## config.mk

```make
export PLATFORM = sky130hd
export DESIGN_NAME = wb_port_arbiter
export DESIGN_NICKNAME = d
export VERILOG_FILES = /design/src/rtl/wb_arb_pkg.sv /design/src/rtl/rr_arb2.sv /design/src/rtl/wb_port_arbiter.sv
export SDC_FILE = /design/constraint.sdc
export NUM_CORES = 1
export LEC_CHECK = 0
export BUFFER_PORTS_ARGS = -buffer_cell sky130_fd_sc_hd__buf_2
export CAP_MARGIN = 30
export CELL_PAD_IN_SITES_DETAIL_PLACEMENT = 2
export CELL_PAD_IN_SITES_GLOBAL_PLACEMENT = 2
export CORE_MARGIN = 2
export CORE_UTILIZATION = 24
export DETAILED_ROUTE_END_ITERATION = 8
export GPL_ROUTABILITY_DRIVEN = 1
export MAX_ROUTING_LAYER = met4
export PLACE_DENSITY = 0.88
export SYNTH_ARGS = -nofsm -noshare
export SYNTH_HDL_FRONTEND = slang
export SYNTH_SLANG_ARGS = --single-unit
```

## constraint.sdc

```tcl
create_clock -name clk -period 2.5 [get_ports clk]
set_input_delay 0.25 -clock clk [delete_from_list [all_inputs] [get_ports clk]]
set_output_delay 0.25 -clock clk [all_outputs]
set_load 0.05 [all_outputs]
```

## src/rtl/wb_arb_pkg.sv

```systemverilog
// Shared constants and side encoding for the register-file writeback port arbiter.
package wb_arb_pkg;

  localparam int ADDR_W_DEF = 5;
  localparam int DATA_W_DEF = 32;
  localparam int ZERO_REG   = 0;

  typedef enum logic {
    SIDE_A = 1'b0,
    SIDE_B = 1'b1
  } side_e;

endpackage

```

## src/rtl/rr_arb2.sv

```systemverilog
// Two-way round-robin arbiter: one-hot grant, priority flips to the loser after each grant.
module rr_arb2
  import wb_arb_pkg::*;
(
  input  logic       clk,
  input  logic       reset,
  input  logic [1:0] req,
  input  logic       en,
  output logic [1:0] gnt
);

  side_e r_prio;

  // NOTE: gnt gets a default before any branch so no path leaves it unassigned (no latch).
  always_comb begin
    gnt = 2'b00;
    if (en) begin
      if (req == 2'b11) gnt = (r_prio == SIDE_A) ? 2'b01 : 2'b10;
      else              gnt = req;
    end
  end

  // NOTE: state is updated with <= so every flop samples pre-edge values.
  always_ff @(posedge clk) begin
    if (reset)       r_prio <= SIDE_A;
    else if (|gnt)   r_prio <= gnt[0] ? SIDE_B : SIDE_A;
  end

endmodule

```

## src/rtl/wb_port_arbiter.sv

```systemverilog
// Shares the register-file write port between ALU (A) and load (B) writeback,
// with a one-deep output stage, x0 discard, write-port freeze and a stall counter.
module wb_port_arbiter
  import wb_arb_pkg::*;
#(
  parameter int DATA_W = DATA_W_DEF,
  parameter int ADDR_W = ADDR_W_DEF,
  parameter int CNT_W  = 16
) (
  input  logic              clk,
  input  logic              reset,
  input  logic              a_valid,
  input  logic [ADDR_W-1:0] a_addr,
  input  logic [DATA_W-1:0] a_data,
  output logic              a_ready,
  input  logic              b_valid,
  input  logic [ADDR_W-1:0] b_addr,
  input  logic [DATA_W-1:0] b_data,
  output logic              b_ready,
  input  logic              wr_block,
  output logic [ADDR_W-1:0] rd,
  output logic [DATA_W-1:0] busW,
  output logic              reg_wr,
  output logic [CNT_W-1:0]  wait_cnt
);

  logic              r_stg_valid;
  logic [ADDR_W-1:0] r_stg_addr;
  logic [DATA_W-1:0] r_stg_data;
  logic [CNT_W-1:0]  r_wait_cnt;

  logic       w_a_zero, w_b_zero, w_a_nz, w_b_nz;
  logic       w_can_accept, w_stall;
  logic [1:0] w_gnt;

  assign w_a_zero = a_valid && (a_addr == ADDR_W'(ZERO_REG));
  assign w_b_zero = b_valid && (b_addr == ADDR_W'(ZERO_REG));
  assign w_a_nz   = a_valid && !w_a_zero;
  assign w_b_nz   = b_valid && !w_b_zero;

  // The stage can take a new write when empty or when it drains this cycle.
  assign w_can_accept = !r_stg_valid || !wr_block;

  rr_arb2 u_rr (
    .clk   (clk),
    .reset (reset),
    .req   ({w_b_nz, w_a_nz}),
    .en    (w_can_accept && !reset),
    .gnt   (w_gnt)
  );

  // x0 writes are acknowledged immediately and never occupy the port.
  assign a_ready = !reset && (w_a_zero || w_gnt[0]);
  assign b_ready = !reset && (w_b_zero || w_gnt[1]);

  assign w_stall = (w_a_nz && !w_gnt[0]) || (w_b_nz && !w_gnt[1]);

  always_ff @(posedge clk) begin
    if (reset) begin
      r_stg_valid <= 1'b0;
      r_stg_addr  <= '0;
      r_stg_data  <= '0;
    end else if (w_gnt[0]) begin
      r_stg_valid <= 1'b1;
      r_stg_addr  <= a_addr;
      r_stg_data  <= a_data;
    end else if (w_gnt[1]) begin
      r_stg_valid <= 1'b1;
      r_stg_addr  <= b_addr;
      r_stg_data  <= b_data;
    end else if (!wr_block) begin
      r_stg_valid <= 1'b0;
    end
  end

  always_ff @(posedge clk) begin
    if (reset)                               r_wait_cnt <= '0;
    else if (w_stall && (r_wait_cnt != '1))  r_wait_cnt <= r_wait_cnt + CNT_W'(1);
  end

  // Outputs are forced low while reset is held, even before the stage clears.
  assign reg_wr   = !reset && r_stg_valid && !wr_block;
  assign rd       = reset ? '0 : r_stg_addr;
  assign busW     = reset ? '0 : r_stg_data;
  assign wait_cnt = r_wait_cnt;

endmodule

```

==> impl_metrics.json <==
{
  "dpl.hpwl_mm": 7.70,
  "synth_async_sr_flop_share_pct": 0,
  "fp.dieW_um": 112,
  "hold_slack_ns": 0.199,
  "tns_ns": 0,
  "crit_fanout": 6,
  "wl_per_cell_um": 16.7,
  "numCtsBuffers": 5,
  "setup_viol": 0,
  "cp.required_ns": 2.69,
  "ir_drop_mv": 0.369,
  "synth_cell_types": 43,
  "placed_area_mm2": 0.00359,
  "hold_violations": 0,
  "finalNetCount": 566,
  "numClockSinks": 55,
  "clk_latency_ns": 0.30,
  "rows": 39,
  "diodes": 0,
  "netlist.area_leader.share_pct": 39.4,
  "leakagePower_nw": 1.68,
  "synthToLayoutAreaGrowth_pct": 33.6,
  "worstSetupPathType": "flip-flop to flip-flop",
  "core_area_mm2": 0.0114,
  "grt_pass1_vias": 3500,
  "worstMarginPinSlew_ns": 0.708,
  "ant_nets": 0,
  "fin_area_mm2": 0.00374,
  "io-pin-count": 135,
  "cap_violations": 0,
  "die_h_um": 112,
  "synth.largest_area_cell": "dfxtp_1",
  "postCtsSetupBuffers": 0,
  "avgSynthCellArea_um2": 7.69,
  "grt_max_degree": 76,
  "rsz0062_at_grt": "false",
  "antenna_found_initial": 0,
  "start_util_pct": 24.5,
  "first_pass_iters": 4,
  "dominantRegCellSynth": "dfxtp_1",
  "fillerInstances": 1371,
  "drtIter0Drc": 80,
  "io_buffers": 134,
  "cp.arrival_ns": 2.36,
  "maxSlewHeadroom_pct": 51.6,
  "ctsHoldBuffers": 0,
  "p_per_area_mw_per_mm2": 634,
  "cts.path.max_buffers": 2,
  "grt_usage_pct": 17.6,
  "yosys_warnings": 0,
  "synth-edff-count": 0,
  "cp-start-kind": "flip-flop",
  "tritoncts": "built",
  "vias": 3122,
  "grt_pass1_wl_mm": 17.3,
  "place_congestion": 0.784,
  "synthCells": 364,
  "min_period_ns": 2.17,
  "layout-drive-gt1-share_pct": 32.4,
  "wirelength_mm": 10.5,
  "end_kind": "flip-flop",
  "syn_area_mm2": 0.00280,
  "die_area_mm2": 0.0125,
  "cts_root_buffer": "clkbuf_16",
  "fin_crit_sh_pct": 86.9,
  "drcViolationCount": 0,
  "run_status": "completed",
  "path_clk_slew_ns": 0.07,
  "synth_area_leaders": "dfxtp_1 39%, nand2_1 10%, nor2b_1 8.5%",
  "viasPerCell": 4.96,
  "dp.cells": 622,
  "max_clock_freq_mhz": 460,
  "synth_seq_cells": 55,
  "fin_total_pwr_mw": 2.37,
  "cts_resized": 0,
  "overflow": 0,
  "slew_viol_final": 0,
  "fin_worst_skew_ns": 0.00568,
  "h-tree-depth": 2,
  "syn_nets": 444,
  "min_path_type": "input port to flip-flop",
  "synth.yosys.seq_area_share_pct": 39.4,
  "layout.cells.non_filler": 630
}
-- area by class of cell --
| type | count | area [um2] | share of cell area [%] |
|---|---|---|---|
| inverters | 1 | 3.75 | 0.100 |
| clock buffers | 7 | 143 | 3.82 |
| well taps | 143 | 179 | 4.79 |
| multi-input cells | 283 | 1570 | 42.1 |
| flip-flops and latches | 55 | 1100 | 29.5 |
| repair buffers | 140 | 728 | 19.5 |
| clock inverters | 1 | 8.76 | 0.234 |
-- layer usage --
layer / share of wire (%) / up-vias / track usage (%) / routed length (um)
li1: - / 1515 / - / -
met1: 43 / 1507 / 19.6 / 4510
met2: 51 / 95 / 32.0 / 5420
met3: 5.1 / 5 / 4.74 / 534
met4: 0.72 / 0 / 2.93 / 76
met5: 0 / - / - / 0
-- logic make-up (layout without fill, tap and decap cells) --
group                      count (synthesis)  in the layout  share of synthesized area [%]
and+or+nand+nor                          201            201                           35.7
AOI/OAI and AO/OA                         80             80                           19.0
DFF                                       55             55                           39.4
buffers and inverters                     26            149                           5.10
adders and majority gates                  1              1                          0.447
muxes                                      1              1                          0.402
-- synth_stat cells (4+ instances only) --
library cell	instances
nand2_1	78
dfxtp_1	55
nor2_1	44
nor2b_1	38
a31oi_1	37
a21oi_1	17
clkbuf_1	13
o31ai_1	8
or3_1	7
or4_1	7
buf_2	6
nand3_1	6
o21ai_1	6
buf_6	5
and4_1	4
-- per-stage QoR --
stage / utilization, % / worst slack (ns)
2_1_floorplan: - / 0.157
3_3_place_gp: 31.4 / 0.347
3_5_place_dp: 31.4 / 0.323
4_1_cts: 32.7 / 0.308
5_1_grt: 32.7 / 0.0996
6_report: 32.7 / 0.326
-- flip-flops by register name, summed over array words and instances (netlist names) --
signal       count
r_stg_addr       5
r_stg_data      32
r_stg_valid      1
u_rr.r_prio      1
wait_cnt        16
-- placed cells by master, fill, tap and decap left out, drive strengths merged, types with 2 or more instances in the layout --
cell type | Yosys | layout
dfxtp | 55 | 55
nor3b | 2 | 2
buf | 12 | 140
nand3 | 6 | 6
nand4b | 2 | 2
or4 | 8 | 8
clkbuf | 13 | 7
and4 | 4 | 4
nand2b | 2 | 2
a31oi | 37 | 37
o21ai | 8 | 8
o21a | 2 | 2
or3 | 8 | 8
nand2 | 78 | 78
nand4 | 2 | 2
a21oi | 17 | 17
nor2 | 44 | 44
o31ai | 8 | 8
nor3 | 2 | 2
a2111oi | 2 | 2
nor2b | 38 | 38
-- critical path, stage by stage (launching register included) --
cell and delay, ns:
dfxtp_1 0.36, ha_1 0.26, and4_1 0.26, and4_1 0.20, nand4b_1 0.27, nor4b_1 0.35
mux2_2 0.37
-- report_power, final --
part	internal, mW	total [mW]	switching, mW
Sequential	0.961	0.984	0.0236
Combinational	0.197	0.639	0.442
Clock	0.403	0.745	0.342
-- worst paths after layout --
kind | slack, ns | depth (start not counted) | to | from
worst max register to register | 0.33 | 6 | wait_cnt[15]$_SDFFE_PP0P_ | wait_cnt[0]$_SDFFE_PP0P_
worst min register to register | 0.54 | 2 | wait_cnt[8]$_SDFFE_PP0P_ | wait_cnt[8]$_SDFFE_PP0P_
worst max-delay path | 0.33 | 6 | wait_cnt[15]$_SDFFE_PP0P_ | wait_cnt[0]$_SDFFE_PP0P_
worst min-delay path | 0.20 | 3 | r_stg_data[23]$_SDFFE_PP0P_ | b_data[23]
(Power assumes the default switching activity.)
